===== config.mk =====
export PLATFORM = sky130hd
export DESIGN_NAME = exe_stage_hs
export DESIGN_NICKNAME = d
export VERILOG_FILES = /design/src/rtl/exe_stage_hs.sv
export SDC_FILE = /design/constraint.sdc
export NUM_CORES = 1
export LEC_CHECK = 0
export BUFFER_PORTS_ARGS = -buffer_cell sky130_fd_sc_hd__buf_2
export CAP_MARGIN = 20
export CELL_PAD_IN_SITES_DETAIL_PLACEMENT = 1
export CELL_PAD_IN_SITES_GLOBAL_PLACEMENT = 1
export CORE_ASPECT_RATIO = 1.75
export CORE_MARGIN = 2
export CORE_UTILIZATION = 26
export DETAILED_ROUTE_END_ITERATION = 10
export PLACE_DENSITY_LB_ADDON = 0.1
export SYNTH_ARGS = -nofsm -noshare
export SYNTH_HDL_FRONTEND = slang
export SYNTH_SLANG_ARGS = --single-unit

===== constraint.sdc =====
create_clock -name clk -period 4.67 [get_ports clk]
set_input_delay 0 -clock clk [delete_from_list [all_inputs] [get_ports clk]]
set_output_delay 0 -clock clk [all_outputs]
set_load 0.02 [all_outputs]

===== src/rtl/exe_stage_hs.sv =====
`default_nettype none
// ============================================================================
// Module   : exe_stage_hs
// Brief    : Handshaked MIPS execute stage. Holds one instruction, evaluates
//            the ALU with signed-overflow trap, and runs an iterative
//            restoring divider (DIV/DIVU) that stalls the stage until done.
// Revision : 1.0 - initial release
// ============================================================================
module exe_stage_hs #(
  parameter int XLEN  = 32,
  parameter int EXC_W = 4
) (
  input  logic               clk,
  input  logic               rst,
  input  logic               flush,
  input  logic               id_to_exe_valid,
  output logic               exe_allowin,
  input  logic [XLEN-1:0]    id_pc,
  input  logic [XLEN-1:0]    id_src_a,
  input  logic [XLEN-1:0]    id_src_b,
  input  logic [3:0]         id_alu_op,
  input  logic               id_is_div,
  input  logic               id_div_signed,
  input  logic [4:0]         id_waddr,
  input  logic               id_rwen,
  input  logic [EXC_W-1:0]   id_exc,
  input  logic               mem_allowin,
  output logic               exe_to_mem_valid,
  output logic [XLEN-1:0]    exe_pc,
  output logic [XLEN-1:0]    exe_result,
  output logic [XLEN-1:0]    exe_hi,
  output logic [XLEN-1:0]    exe_lo,
  output logic               exe_hilo_we,
  output logic [4:0]         exe_waddr,
  output logic               exe_rwen,
  output logic [EXC_W:0]     exe_exc
);

  localparam int SHW  = $clog2(XLEN);
  localparam int CNTW = $clog2(XLEN + 1);
  localparam int MSB  = XLEN - 1;
  localparam logic [CNTW-1:0] C_CNT_ONE  = CNTW'(1);
  localparam logic [CNTW-1:0] C_CNT_INIT = CNTW'(XLEN);

  typedef enum logic [1:0] {
    S_IDLE = 2'd0,
    S_BUSY = 2'd1,
    S_DONE = 2'd2
  } state_t;

  // Held instruction
  logic              r_valid;
  logic [XLEN-1:0]   r_pc;
  logic [XLEN-1:0]   r_a;
  logic [XLEN-1:0]   r_b;
  logic [3:0]        r_op;
  logic              r_is_div;
  logic [4:0]        r_waddr;
  logic              r_rwen;
  logic [EXC_W-1:0]  r_exc;

  // Divider state
  state_t            r_state;
  state_t            w_state_nxt;
  logic [CNTW-1:0]   r_cnt;
  logic [XLEN-1:0]   r_quo;
  logic [XLEN-1:0]   r_rem;
  logic [XLEN-1:0]   r_dvsr;
  logic              r_neg_q;
  logic              r_neg_r;
  logic              r_dbz;

  logic              w_ready_go;
  logic              w_accept;
  logic              w_div_start;
  logic              w_handoff;
  logic [XLEN-1:0]   w_a_mag;
  logic [XLEN-1:0]   w_b_mag;
  logic [XLEN:0]     w_shifted;
  logic [XLEN:0]     w_trial;
  logic [XLEN-1:0]   w_alu;
  logic [XLEN-1:0]   w_sum;
  logic [XLEN-1:0]   w_diff;
  logic              w_ovf;
  logic [SHW-1:0]    w_shamt;

  // ---------------------------------------------------------------- handshake
  // A divide only blocks while it is actually iterating; one with an upstream
  // exception never starts the divider and passes straight through.
  assign w_ready_go       = ~r_is_div | (r_state == S_DONE) | (|r_exc);
  assign exe_allowin      = ~r_valid | (w_ready_go & mem_allowin);
  assign exe_to_mem_valid = r_valid & w_ready_go & ~flush;
  assign w_accept         = id_to_exe_valid & exe_allowin & ~flush;
  assign w_div_start      = w_accept & id_is_div & ~(|id_exc);
  assign w_handoff        = exe_to_mem_valid & mem_allowin;

  // Payload capture; frozen while the stage cannot accept
  always_ff @(posedge clk) begin
    if (rst) begin
      r_valid  <= 1'b0;
      r_pc     <= '0;
      r_a      <= '0;
      r_b      <= '0;
      r_op     <= '0;
      r_is_div <= 1'b0;
      r_waddr  <= '0;
      r_rwen   <= 1'b0;
      r_exc    <= '0;
    end else if (flush) begin
      r_valid  <= 1'b0;
    end else if (w_accept) begin
      r_valid  <= 1'b1;
      r_pc     <= id_pc;
      r_a      <= id_src_a;
      r_b      <= id_src_b;
      r_op     <= id_alu_op;
      r_is_div <= id_is_div;
      r_waddr  <= id_waddr;
      r_rwen   <= id_rwen;
      r_exc    <= id_exc;
    end else if (exe_allowin) begin
      r_valid  <= 1'b0;
    end
  end

  // ---------------------------------------------------------------- divider FSM
  // Divider state register
  always_ff @(posedge clk) begin
    if (rst) begin
      r_state <= S_IDLE;
    end else begin
      r_state <= w_state_nxt;
    end
  end

  // Next-state: flush wins, then a fresh divide (possibly in the handoff cycle)
  always_comb begin
    w_state_nxt = r_state;
    if (flush) begin
      w_state_nxt = S_IDLE;
    end else if (w_div_start) begin
      w_state_nxt = S_BUSY;
    end else begin
      case (r_state)
        S_BUSY:  if (r_cnt == C_CNT_ONE) w_state_nxt = S_DONE;
        S_DONE:  if (w_handoff)          w_state_nxt = S_IDLE;
        default: w_state_nxt = r_state;
      endcase
    end
  end

  // Operands are reduced to magnitudes; signs are restored after iterating
  assign w_a_mag   = (id_div_signed & id_src_a[MSB]) ? -id_src_a : id_src_a;
  assign w_b_mag   = (id_div_signed & id_src_b[MSB]) ? -id_src_b : id_src_b;
  assign w_shifted = {r_rem, r_quo[MSB]};
  assign w_trial   = w_shifted - {1'b0, r_dvsr};

  // Restoring shift-subtract: one quotient bit per cycle while busy
  always_ff @(posedge clk) begin
    if (rst) begin
      r_cnt   <= '0;
      r_quo   <= '0;
      r_rem   <= '0;
      r_dvsr  <= '0;
      r_neg_q <= 1'b0;
      r_neg_r <= 1'b0;
      r_dbz   <= 1'b0;
    end else if (flush) begin
      r_cnt   <= '0;
    end else if (w_div_start) begin
      r_cnt   <= C_CNT_INIT;
      r_quo   <= w_a_mag;
      r_rem   <= '0;
      r_dvsr  <= w_b_mag;
      r_neg_q <= id_div_signed & (id_src_a[MSB] ^ id_src_b[MSB]);
      r_neg_r <= id_div_signed & id_src_a[MSB];
      r_dbz   <= (id_src_b == '0);
    end else if (r_state == S_BUSY) begin
      r_cnt <= r_cnt - C_CNT_ONE;
      if (!w_trial[XLEN]) begin
        r_rem <= w_trial[XLEN-1:0];
        r_quo <= {r_quo[XLEN-2:0], 1'b1};
      end else begin
        r_rem <= w_shifted[XLEN-1:0];
        r_quo <= {r_quo[XLEN-2:0], 1'b0};
      end
    end
  end

  // Divide by zero bypasses the sign fix-up: all-ones quotient, dividend as rest
  assign exe_lo = r_dbz ? '1  : (r_neg_q ? -r_quo : r_quo);
  assign exe_hi = r_dbz ? r_a : (r_neg_r ? -r_rem : r_rem);

  // ---------------------------------------------------------------- ALU
  assign w_shamt = r_a[SHW-1:0];
  assign w_sum   = r_a + r_b;
  assign w_diff  = r_a - r_b;

  // ALU result select; unused opcodes give zero
  always_comb begin
    w_alu = '0;
    case (r_op)
      4'd0:  w_alu = r_a & r_b;
      4'd1:  w_alu = r_a | r_b;
      4'd2:  w_alu = w_sum;
      4'd3:  w_alu = w_sum;
      4'd4:  w_alu = w_diff;
      4'd5:  w_alu = w_diff;
      4'd6:  w_alu = {{(XLEN-1){1'b0}}, ($signed(r_a) < $signed(r_b))};
      4'd7:  w_alu = {{(XLEN-1){1'b0}}, (r_a < r_b)};
      4'd8:  w_alu = r_a ^ r_b;
      4'd9:  w_alu = ~(r_a | r_b);
      4'd10: w_alu = r_b << w_shamt;
      4'd11: w_alu = r_b >> w_shamt;
      4'd12: w_alu = $signed(r_b) >>> w_shamt;
      4'd13: w_alu = r_b << 16;
      default: w_alu = '0;
    endcase
  end

  // Signed overflow: operands agree in sign (add) or differ (sub) and the
  // result sign departs from operand A
  assign w_ovf = ((r_op == 4'd2) & (r_a[MSB] == r_b[MSB]) & (w_sum[MSB]  != r_a[MSB]))
               | ((r_op == 4'd4) & (r_a[MSB] != r_b[MSB]) & (w_diff[MSB] != r_a[MSB]));

  assign exe_result  = w_alu;
  assign exe_pc      = r_pc;
  assign exe_waddr   = r_waddr;
  assign exe_exc     = {r_exc, w_ovf};
  assign exe_rwen    = r_rwen & ~(|exe_exc);
  assign exe_hilo_we = r_is_div & ~(|exe_exc);

endmodule
`default_nettype wire


After elaboration in Yosys (flattened, before gate mapping)

Cells that the tools add are included.
W data, S select, Z words.

Word-level logic and storage cells: 126
Flip-flop bits (word level): 219
Output and inout bits: 142

Mux-type cells: 21
Equal/unequal tests: 24
Magnitude comparators: 2
Shift operators: 3
Reductions and logical operators: 18
Bitwise operators: 31
Add/subtract/negate cells: 8

Operators by type and width:

| operator             | number |
|---|---|
| $pmux W32 S12        | 1 |
| $mux W32             | 11 |
| $neg A32 Y32         | 4 |
| $lt A32 B32 Y1       | 2 |
| $sub A33 B32 Y33     | 1 |
| $add A32 B32 Y32     | 1 |
| $and A32 B32 Y32     | 1 |
| $logic_not A32 Y1    | 1 |
| $not A32 Y32         | 1 |
| $or A32 B32 Y32      | 1 |
| $shl A32 B5 Y32      | 1 |
| $shr A32 B5 Y32      | 1 |
| $sshr A32 B5 Y32     | 1 |
| $sub A32 B32 Y32     | 1 |
| $xor A32 B32 Y32     | 1 |
| $eq A4 B4 Y1 const B | 6 |
| $and A1 B1 Y1        | 17 |
| $eq A4 B3 Y1 const B | 4 |
| $mux W6              | 2 |
| $eq A4 B2 Y1 const B | 2 |
| $reduce_or A4 Y1     | 2 |
| $eq A6 B1 Y1 const B | 1 |
| $ne A3 B3 Y1 const B | 2 |
| $reduce_and A2 Y1    | 3 |
| other kinds (20)     | 39 |

Logic depth before layout (Yosys ltp)

Gate-level depths: netlist of the first run.

Depth in word-level cells: 11
Gate-level depth with buffers: 17
Depth with buffers taken out: 13

Worst setup path after synthesis of the first run

OpenSTA, ideal clock, no wires.

Kind: reg2out
From: reg r_a[3]
To: out exe_rwen
Slack: 0.540 ns
Required time: 4.670 ns
Buffers on the path: 5
Cell stages (with the launch flop): 16
Data arrival time: 4.130 ns
Path through: dfxtp_1 > clkbuf_1 > inv_1 > clkbuf_1 > clkbuf_1 > clkbuf_1 > ha_1 > clkbuf_1 > or4_1 > nand4b_1 > nand2_1 > o21ai_1 > a21oi_1 > o21a_1 > mux2i_1 > nor4_1

Longest elaborated chain between the ends: 7
Elaborated cells between the ends (all ways): 10

Ends and longest elaborated chain:

| what                                                 | line     | source |
|---|---|---|
| start: declaration                                   | 54       | `logic [XLEN-1:0] r_a;` |
| start signal: assignment                             | 114      | `r_a <= id_src_a;` |
| $add A32 B32 Y32 or $sub A32 B32 Y32 (tied branches) | 196, 197 |  |
| $ne A1 B1 Y1 (on tied branches)                      | 223, 224 |  |
| $and A1 B1 Y1 (on tied branches)                     | 223, 224 |  |
| $or A1 B1 Y1 *                                       | 224      | `\| ((r_op == 4'd4) & (r_a[MSB] != r_b[MSB]) & (w_diff[MSB] != r_a[MSB]));` |
| $reduce_or A5 Y1 *                                   | 230      | `assign exe_rwen = r_rwen & ~(\|exe_exc);` |
| $not A1 Y1 *                                         | 230      |  |
| $and A1 B1 Y1 *                                      | 230      |  |
| end: declaration                                     | 35       | `output logic exe_rwen,` |

Mark *: on every way between the ends. The rest lies on a longest branch, timed or not.

Worst setup path in the final report of the first run

From: reg r_b[23]
To: out exe_result[31]

Longest elaborated chain between the ends: 2
Elaborated cells between the ends (all ways): 6

Ends and longest elaborated chain:

| what                                     | line | source |
|---|---|---|
| start: declaration                       | 55   | `logic [XLEN-1:0] r_b;` |
| start signal: assignment                 | 115  | `r_b <= id_src_b;` |
| $sub A32 B32 Y32 (tied with other cells) | 197  | `assign w_diff = r_a - r_b;` |
| $pmux W32 S12 *                          | 202  | `case (r_op)` |
| end: declaration                         | 30   | `output logic [XLEN-1:0] exe_result,` |

Marks and branches as above.

==> summary.md, run 1 <==
| Metric | Value |
|---|---|
| Total global routing overflow | `0` |
| Die H | `392 um` |
| Slew HR | `25.9%` |
| Slowest cell on crit path | `or4b_2` |
| Antenna violations before repair | `13` |
| GPL Wtd Cong | `1.05` |
| Clock-pin slew on the worst setup and hold paths | `80 ps` |
| H-tree Lvls | `1` |
| Final setup fails | `0` |
| Seq/Total Area, Yosys | `19.6%` |
| Final antenna-violating net count | `0` |
| Core footprint | `85,500 um2` |
| Initial Util | `26.2%` |
| Setup WS pre-CTS | `356 ps` |
| Placed Area | `25,400 um2` |
| Fmax | `219 MHz` |
| CP Launch Type | `flop` |
| Setup WS post-layout | `105 ps` |
| Pre-Repair DR Iteration Count | `5` |
| Cells along the critical path | `inv_1 -> ha_1 -> nand4_1 -> nor2_1 -> a21boi_0 -> nor4b_1 -> buf_4 -> o21ai_0 -> buf_4 -> o21ai_0 -> or4b_2 -> buf_2` |
| Pin count of the biggest net entering global routing | `111` |
| Clock Skew | `25.2 ps` |
| Final TNS setup | `0 ps` |
| Root buffer cell | `clkbuf_16` |
| Die area | `88,500 um2` |
| Final hold vios | `1` |
| Critical path arrival | `4560 ps` |
| Leak | `0.0110 uW` |
| Warning count from the yosys run | `0` |
| Netlist Area Pre-Place | `22,400 um2` |
| Hold Path Stages | `2` |
| Fraction of final layout cells sized beyond drive strength 1 | `16.6%` |
| Crit path required time | `4670 ps` |
| Final Slew Violations | `0` |
| Ys flop type | `dfxtp_1` |
| First-pass GRT wire length | `199,000 um` |
| GRT Util Overall | `30.9%` |
| Clk sink count | `219` |
| Ports | `259` |
| R2R cell count | `13` |
| DP HPWL | `110,000 um` |
| Vias per inst | `5.62` |
| Seq cells post-synth | `219` |
| Final hold slack | `-1.98 ps` |
| Fraction of registers with async set/reset | `0%` |
| Clk buf depth | `3` |
| Routed len/inst | `29.7 um` |
| Syn Inst Count | `3,200` |
| Failing checks | `negative hold slack` |
| Layout area overhead | `23.0%` |
| Syn nets | `3,457` |
| Post-route cell area | `27,500 um2` |
| Library cells used by synthesis | `90` |
| Max-Cap Viols | `0` |
| Final layout net count | `3,762` |
| Clk Latency, worst-skew pair | `600 ps` |
| Number of synthesized flops with an enable pin | `0` |
| Peak supply drop | `0.312 mV` |
| Vias post-DR | `26,300` |
| CP max stage delay | `660 ps` |
| Site Rows | `142` |
| Starting DRC count in detailed routing | `1,916` |
| Power density cells | `227 nW/um2` |
| Tmin final | `4560 ps` |
| HP Class | `in -> reg` |
| CTS Buf Count | `27` |
| Slew @ Worst Pin | `1110 ps` |
| Max FO, Critical Path | `9` |
| RSZ-0062 raised after global routing | `no` |
| Kind of critical path | `reg -> out` |
| Vias in the first global route | `27,500` |
| Commonest non-fill, non-tap cell in the layout | `nand2_1` |
| CTS tree | `done` |
| CP Capture Type | `output pin` |
| Final Cycle Share | `97.7%` |
| Most frequent cells in the layout | `553 x nand2_1, 353 x a21oi_1, 262 x nor2_1, 257 x buf_2, 243 x o21ai_0` |
| Average cell area after synthesis | `6.99 um2` |
| Final wirelength | `139,000 um` |
| PortBufs | `258` |
| DRC errors left | `0` |
| Die W | `226 um` |
| Status | `finished with violations` |
## state kept, by name, indices dropped and copies added, names as in the netlist
register and cells:
exe_pc 32, r_a 32, r_b 32, r_dvsr 32, r_quo 32, r_rem 32
r_cnt 6, exe_waddr 5, r_exc 4, r_op 4, r_state 2, r_dbz 1
r_is_div 1, r_neg_q 1, r_neg_r 1, r_rwen 1, r_valid 1
## metrics by stage
step | total power, uW | utilization [%] | std cells
after floorplan | 3070 | - | 3200
after global placement | 3890 | 29.7 | 4509
after detailed placement | 3910 | 29.7 | 4509
after CTS | 6290 | 32.1 | 4672
after global routing | 6490 | 32.2 | 4681
final | 6250 | 32.2 | 4684
## worst paths after layout
path | from | end | slack (ps)
max | r_b[23]$_SDFFE_PP0P_ | exe_result[31] | 110
min | rst | r_exc[3]$_SDFFE_PP0P_ | -2
max reg2reg | r_quo[31]$_SDFFE_PP0P_ | r_rem[30]$_SDFFE_PP0P_ | 560
min reg2reg | exe_pc[27]$_SDFFE_PP0P_ | exe_pc[27]$_SDFFE_PP0P_ | 450
## cell type report
| cell class | count | area (um2) |
|---|---|---|
| multi-input combinational | 2574 | 16500 |
| tap | 1152 | 1440 |
| clock inverter | 9 | 82.6 |
| inverter | 164 | 616 |
| fill | 10600 | 57900 |
| sequential | 219 | 4410 |
| timing repair buffer | 519 | 3580 |
| clock buffer | 38 | 818 |
| antenna | 9 | 22.5 |
## cell usage after synthesis (15+ instances only)
library cell,instances,area [um2]
a21o_1,24,180
nand3_1,36,180
a21oi_1,355,1780
o21ai_0,245,1230
a31oi_1,28,175
buf_2,15,75.1
ha_1,137,1710
nor2_1,266,998
mux2_2,18,203
nand2_1,553,2080
nor3_1,47,235
o41ai_1,20,175
o221ai_1,17,149
or3_1,24,150
nand2b_1,16,100
a221oi_1,25,219
clkbuf_1,203,762
a211oi_1,67,503
inv_1,159,597
o31ai_1,31,233
o21bai_1,19,143
nor2b_1,18,113
o211ai_1,47,353
nand4_1,16,100
xor2_1,95,832
nor4_1,28,175
mux4_2,40,901
o22ai_1,24,150
dfxtp_1,219,4380
mux2i_1,71,711
o21a_1,17,128
buf_1,21,78.8
xnor2_1,61,534
and3_1,15,93.8
## routing by layer
metal / global-route usage (%) / vias to the layer above / share of wire, %
met5: 0 / - / 0.022
met2: 53.9 / 871 / 49
met1: 32.6 / 13100 / 36
met3: 3.90 / 309 / 4.3
met4: 27.2 / 4 / 11
li1: - / 12100 / -
## worst max-delay path, delay by kind of cell (launching register included)
family | cells | cell delay, ps
buffers and inverters | 4 | 790
DFF | 1 | 600
adders and majority gates | 1 | 540
and+or+nand+nor | 4 | 1230
AOI/OAI and AO/OA | 3 | 780
## report_power, final
part / leakage, uW / switching [uW] / internal [uW] / total [uW]
Sequential: 0.00178 / 70.5 / 1910 / 1990
Clock: 0.000444 / 985 / 1270 / 2260
Combinational: 0.00880 / 1320 / 683 / 2010
## cell families after synthesis
family	share of synthesized area [%]
xor+xnor	6.11
compound gates	29.4
buf+inv	7.00
mux	8.11
simple gates	21.8
flops	19.6
fa+ha+maj	7.93
## timing repair
action,4_1_cts,5_1_grt
buffers inserted,0,0
cloned,0,0
endpoints found under the hold margin,172,0
pin swaps,0,0
setup endpoints to repair,11,5
gates resized for setup,5,13
hold buffers,116,0
No activity file was read; power rests on OpenSTA's default activity.
==> run 2, diff against run 1 <==
CORE_UTILIZATION = 35   (was 26)
CTS_CLUSTER_SIZE = 20   (was unset)
==> summary.md, run 2 (synthesis gave the netlist of run 1 again) <==
| Metric | Value |
|---|---|
| HP Class | `in -> reg` |
| Final wirelength | `132,000 um (-5.1%)` |
| Final hold vios | `0 (-1)` |
| DP HPWL | `101,000 um (-8.4%)` |
| Pin count of the biggest net entering global routing | `111 (unchanged)` |
| Total global routing overflow | `0 (unchanged)` |
| Clk buf depth | `3 (unchanged)` |
| CTS Buf Count | `26 (-3.7%)` |
| Ports | `259 (unchanged)` |
| First-pass GRT wire length | `192,000 um (-3.5%)` |
| Final setup fails | `0 (unchanged)` |
| R2r startpoint | `r_quo[31]$_SDFFE_PP0P_` |
| Clk sink count | `219 (unchanged)` |
| Final antenna-violating net count | `0 (unchanged)` |
| Clock-pin slew on the worst setup and hold paths | `70 ps (about the same)` |
| GPL Wtd Cong | `1.06 (+0.43%)` |
| R2R setup slack | `380 ps (-180 ps)` |
| Worst Hold End | `r_quo[11]$_SDFFE_PP0P_` |
| Core footprint | `63,200 um2 (-26%)` |
| Vias post-DR | `26,900 (+2.1%)` |
| Commonest non-fill, non-tap cell in the layout | `nand2_1` |
| GRT Util Overall | `39.1% (+8.2 points)` |
| Layout area overhead | `21.2%` |
| CP Capture Type | `output pin` |
| Pre-Repair DR Iteration Count | `5 (unchanged)` |
| Most frequent cells in the layout | `553 x nand2_1, 352 x a21oi_1, 262 x nor2_1, 257 x buf_2, 243 x o21ai_0` |
| Root buffer cell | `clkbuf_16` |
| Leak | `0.0110 uW (about the same)` |
| Clock Skew | `48.0 ps (+22.8 ps)` |
| H-tree Lvls | `1 (unchanged)` |
| Starting DRC count in detailed routing | `1,811 (-5.5%)` |
| Critical path arrival | `4580 ps (+20 ps)` |
| Final TNS setup | `0 ps (unchanged)` |
| Status | `complete, no violations` |
| DRC errors left | `0 (unchanged)` |
| R2R cell count | `13 (unchanged)` |
| Tmin final | `4580 ps (+12.3 ps)` |
| Critical R2R Capture | `r_rem[28]$_SDFFE_PP0P_` |
| Crit path required time | `4670 ps (about the same)` |
| Slew @ Worst Pin | `1310 ps (+198 ps)` |
| Routed len/inst | `30.4 um (+2.4%)` |
| Die area | `66,100 um2 (-25%)` |
| Hold Path Stages | `5 (+3)` |
| Peak supply drop | `0.278 mV (-11%)` |
| Vias per inst | `6.20 (+10%)` |
| Fraction of final layout cells sized beyond drive strength 1 | `16.4% (-0.21 points)` |
| Fmax | `218 MHz (-0.27%)` |
| Antenna violations before repair | `12 (-1)` |
| Fin util | `42.9% (+11 points)` |
| Initial Util | `35.4% (+9.2 points)` |
| Fill count | `8,019 (-24%)` |
| Max-Cap Viols | `0 (unchanged)` |
| Slew HR | `12.7% (-13 points)` |
| Max FO, Critical Path | `14 (+5)` |
| Final layout net count | `3,762 (unchanged)` |
| Vias in the first global route | `27,800 (+1.3%)` |
| Die W | `195 um (-14%)` |
| CTS tree | `done` |
| Kind of critical path | `reg -> out` |
| Clk Latency, worst-skew pair | `620 ps (+20 ps)` |
| Site Rows | `122 (-14%)` |
| Postcts setup bufs | `0 (unchanged)` |
| PortBufs | `258 (unchanged)` |
| Final Cycle Share | `98.0% (+0.26 points)` |
| Final Slew Violations | `0 (unchanged)` |
| CP Launch Type | `flop` |
| RSZ-0062 raised after global routing | `no` |
| Hold_sp | `id_src_a[11]` |
| Power density cells | `230 nW/um2 (+1.2%)` |
| Die H | `338 um (-14%)` |
[run 2: cell types whose count changed in the layout (fill, tap and decap cells not counted), sizes merged]
cell | previous run | this run
dlygate4sd3 | 116 | 122
clkinvlp | 2 | 1
clkinv | 5 | 10
inv | 165 | 166
bufinv | 1 | 3
buf | 401 | 396
clkbuf | 40 | 34
[run 2: critical path: stages, from the launching register on]
cell and delay (ps):
dfxtp_1 1050, nor2_1 130, buf_4 290, nand2_1 400, o21ai_0 180, a221oi_1 700, o211ai_1 180, a21oi_1 150
o21ai_0 290, a221o_1 430, buf_2 180
[run 2: through the flow]
stage | hold slack (ps) | area, um2 | setup slack [ps] | instances | power [uW]
floorplan | 124 | 22400 | 540 | 3200 | 3070
global placement | 233 | 24900 | 380 | 4157 | 3820
detailed placement | 248 | 24900 | 333 | 4158 | 3840
CTS | 8.99 | 27000 | 30.3 | 4328 | 6190
global route | 61.6 | 27100 | 7.27 | 4334 | 6430
finish | 35.3 | 27100 | 92.9 | 4340 | 6230
[run 2: how the worst max path moves through the flow]
| stage | startpoint | to | slack, ps | depth (start not counted) |
|---|---|---|---|---|
| 2_1_floorplan | r_a[3]$_SDFFE_PP0P_ | exe_rwen | 540 | 15 |
| 3_3_place_gp | r_b[8]$_SDFFE_PP0P_ | exe_result[31] | 380 | 12 |
| 3_5_place_dp | r_b[8]$_SDFFE_PP0P_ | exe_result[31] | 330 | 12 |
| 4_1_cts | r_b[8]$_SDFFE_PP0P_ | exe_result[23] | 30 | 13 |
| 5_1_grt | r_a[6]$_SDFFE_PP0P_ | exe_result[31] | 7 | 12 |
| 6_report | r_op[2]$_SDFFE_PP0P_ | exe_result[25] | 90 | 10 |
[run 2: where the power goes]
part / leakage [uW] / internal (uW) / switching [uW]
Combinational: 0.00880 / 682 / 1300
Sequential: 0.00178 / 1920 / 68.1
Clock: 0.000453 / 1280 / 990
Total: 0.0110 / 3880 / 2360
[run 2: cell type report]
class / count / area (um2) / area share (%)
multi-input combinational: 2574 / 16500 / 61.0
sequential: 219 / 4400 / 16.2
timing repair buffer: 520 / 3620 / 13.4
tap: 806 / 1010 / 3.72
clock buffer: 32 / 724 / 2.67
inverter: 164 / 616 / 2.27
clock inverter: 16 / 183 / 0.673
antenna: 9 / 22.5 / 0.0830
[run 2: routing by layer]
layer	routed length, um	GRT usage (%)	vias to the layer above
met5	42	0	-
met1	46100	40.4	13300
li1	-	-	12100
met4	13700	33.7	6
met3	7590	7.06	411
met2	64600	68.0	1085
[run 2: what timing repair did]
action | in CTS | in global routing
endpoints found under the setup margin | 4 | 6
cloned | 0 | 0
gates resized for setup | 5 | 7
endpoints found under the hold margin | 167 | 0
hold buffers | 122 | 0
==> run 3, diff against run 2 <==
ABC_AREA = 1   (was unset)
CORE_UTILIZATION = 42   (was 35)
==> summary.md, run 3 <==
| Metric | Value |
|---|---|
| Power share of the clock group | `32.2% (-4.2 points)` |
| Slew @ Worst Pin | `1300 ps (-6.16 ps)` |
| Ports | `259 (unchanged)` |
| Fraction of registers with async set/reset | `0% (unchanged)` |
| Final wirelength | `153,000 um (+16%)` |
| Setup WS pre-CTS | `1490 ps (+1160 ps)` |
| Setup WS post-layout | `393 ps (+300 ps)` |
| Leak | `0.0137 uW (+24%)` |
| Switch share | `43.7% (+5.9 points)` |
| DP HPWL | `114,000 um (+13%)` |
| Synth cell count leaders | `1,171 x nand2_1, 476 x inv_1, 451 x nor2_1` |
| Average cell area after synthesis | `5.72 um2 (-18%)` |
| Tmin final | `4280 ps (-300 ps)` |
| Clk buf depth | `3 (unchanged)` |
| Sw power | `3130 uW (+33%)` |
| Power density cells | `250 nW/um2 (+8.7%)` |
| Initial Util | `42.4% (+7.0 points)` |
| Layout area overhead | `16.0%` |
| Final Cycle Share | `91.6% (-6.4 points)` |
| Die area | `60,900 um2 (-7.8%)` |
| Max-Cap Viols | `0 (unchanged)` |
| Fmax | `234 MHz (+7.0%)` |
| Seq/Total Area, Yosys | `17.7% (-1.9 points)` |
| Seq cells post-synth | `219 (unchanged)` |
| Most frequent cells in the layout | `1,170 x nand2_1, 475 x inv_1, 451 x nor2_1, 407 x o21ai_0, 337 x nand3_1` |
| DRC errors left | `0 (unchanged)` |
| Register area | `4390 um2 (-0.28%)` |
| Final TNS setup | `0 ps (unchanged)` |
| Vias in the first global route | `33,600 (+21%)` |
| Routed len/inst | `28.3 um (-7.0%)` |
| Final Slew Violations | `0 (unchanged)` |
| Core footprint | `58,300 um2 (-7.8%)` |
| Most numerous cell in the Yosys netlist | `nand2_1` |
| Final hold slack | `41.5 ps (+6.15 ps)` |
| Final layout net count | `4,843 (+29%)` |
| Vias post-DR | `32,800 (+22%)` |
| Area occupied by multi-input gates | `17,500 um2 (+5.6%)` |
| Starting DRC count in detailed routing | `2,808 (+55%)` |
| Combinational Power Share | `39.5% (+7.7 points)` |
| Vias per inst | `6.09 (-1.7%)` |
| Clk sink count | `219 (unchanged)` |
| HP Class | `in -> reg` |
| Root buffer cell | `clkbuf_16` |
| Seq pwr share | `28.3% (-3.5 points)` |
| Clk Latency, worst-skew pair | `610 ps (about the same)` |
| Clock-pin slew on the worst setup and hold paths | `70 ps (about the same)` |
| Syn nets | `4,576 (+32%)` |
| Die W | `187 um (-4.0%)` |
| CTS tree | `done` |
| Final hold vios | `0 (unchanged)` |
| Site Rows | `117 (-4.1%)` |
| Number of synthesized flops with an enable pin | `0 (unchanged)` |
| PortBufs | `258 (unchanged)` |
| Max FO, Critical Path | `6 (-8)` |
| Slew HR | `13.1% (+0.41 points)` |
| RSZ-0062 raised after global routing | `no` |
| Resized cells post-CTS | `0 (-5)` |
| Netlist Area Pre-Place | `24,700 um2 (+10%)` |
| Ys flop type | `dfxtp_1` |
| Kind of critical path | `reg -> out` |
| Die H | `325 um (-4.0%)` |
| CP Launch Type | `flop` |
| Fill count | `8,395 (+4.7%)` |
| GPL Wtd Cong | `1.10 (+4.6%)` |
| Total power draw | `7160 uW (+15%)` |
| Pin count of the biggest net entering global routing | `100 (-9.9%)` |
| Final setup fails | `0 (unchanged)` |
| CTS Buf Count | `25 (-3.8%)` |
| Clock Skew | `43.1 ps (-4.90 ps)` |
| H-tree Lvls | `1 (unchanged)` |
| Pre-Repair DR Iteration Count | `5 (unchanged)` |
| Yosys top cell area share | `17.8% (-1.8 points)` |
| Post-synth top area cell | `nand2_1` |
| Commonest non-fill, non-tap cell in the layout | `nand2_1` |
| Internal power | `4030 uW (+4.1%)` |
| Critical path arrival | `4280 ps (-300 ps)` |
| Status | `complete, no violations` |
| Fraction of final layout cells sized beyond drive strength 1 | `11.8% (-4.6 points)` |
| Peak supply drop | `0.288 mV (+3.9%)` |
| First-pass GRT wire length | `222,000 um (+16%)` |
| Warning count from the yosys run | `0 (unchanged)` |
| GRT Util Overall | `49.2% (+10 points)` |
| Largest cells by area after synthesis | `nand2_1 18%, dfxtp_1 18%, o21ai_0 8.3%, inv_1 7.2%, ha_1 6.9%` |
| Library cells used by synthesis | `67 (-26%)` |
| Total global routing overflow | `0 (unchanged)` |
| Final antenna-violating net count | `0 (unchanged)` |
| Antenna violations before repair | `22 (+10)` |
| Syn Inst Count | `4,319 (+35%)` |
| CP Capture Type | `output pin` |
| Crit path required time | `4670 ps (about the same)` |
[run 3: layer usage]
layer | track usage [%] | up-vias | wire (um)
li1 | - | 14700 | -
met1 | 47.7 | 15600 | 50200
met2 | 79.5 | 1780 | 69200
met3 | 14.5 | 813 | 12300
met4 | 54.5 | 10 | 20800
met5 | 0 | - | 55
[run 3: final cells by class]
cell class	count	area share [%]
multi-input combinational	3393	60.9
sequential	219	15.3
timing repair buffer	434	10.4
inverter	513	6.72
tap	773	3.37
clock buffer	32	2.45
clock inverter	12	0.681
antenna	15	0.131
[run 3: repair_timing]
item                      CTS  global route
hold endpoints to repair  157             0
hold buffers              119             0
buffers inserted            0             0
[run 3: power groups by stage]
stage / Combinational, uW / Sequential [uW] / Clock (uW)
after CTS: 2630 / 2010 / 2270
after floorplan: 1540 / 2060 / 0
after global placement: 2520 / 2050 / 0
after detailed placement: 2550 / 2060 / 0
final: 2830 / 2030 / 2300
after global routing: 2970 / 2030 / 2340
[run 3: critical path, cell delays in order, from the launching register on]
cell      delay, ps
dfxtp_1         530
inv_1           160
ha_1            690
inv_1           550
a21oi_2         320
nor2_1           60
nor2_1          240
a21boi_1        350
nor2_1           70
nor2_1          150
nand2_1          70
nand2_1          60
nand3_1         140
nand3_1         110
buf_2           170
[run 3: metrics by stage]
step | cell area [um2] | utilization, % | cells
floorplan | 24700 | - | 4319
global placement | 26400 | 45.4 | 5204
detailed placement | 26400 | 45.4 | 5204
CTS | 28500 | 49.0 | 5367
global route | 28600 | 49.2 | 5381
finish | 28700 | 49.2 | 5391
[run 3: kinds of logic (layout without fill, tap and decap cells)]
group           after synthesis  after routing  share of synthesized area [%]
buf+inv                     707            991                           11.6
xor+xnor                     67             67                           2.37
flops                       219            219                           17.7
other cells                   0             15                              0
fa+ha+maj                   140            140                           7.18
compound gates              957            957                           21.5
simple gates               2219           2219                           39.2
mux                          10             10                          0.405
[run 3: path summary, 6_finish.rpt]
check / startpoint / endpoint / slack (ps) / depth (start not counted)
setup / recovery: r_a[18]$_SDFFE_PP0P_ / exe_result[29] / 390 / 14
hold / removal: id_src_b[4] / r_dvsr[4]$_SDFFE_PP0P_ / 40 / 5
setup reg to reg: r_exc[0]$_SDFFE_PP0P_ / r_dvsr[16]$_SDFFE_PP0P_ / 890 / 12
hold reg to reg: r_dvsr[3]$_SDFFE_PP0P_ / r_dvsr[3]$_SDFFE_PP0P_ / 490 / 2
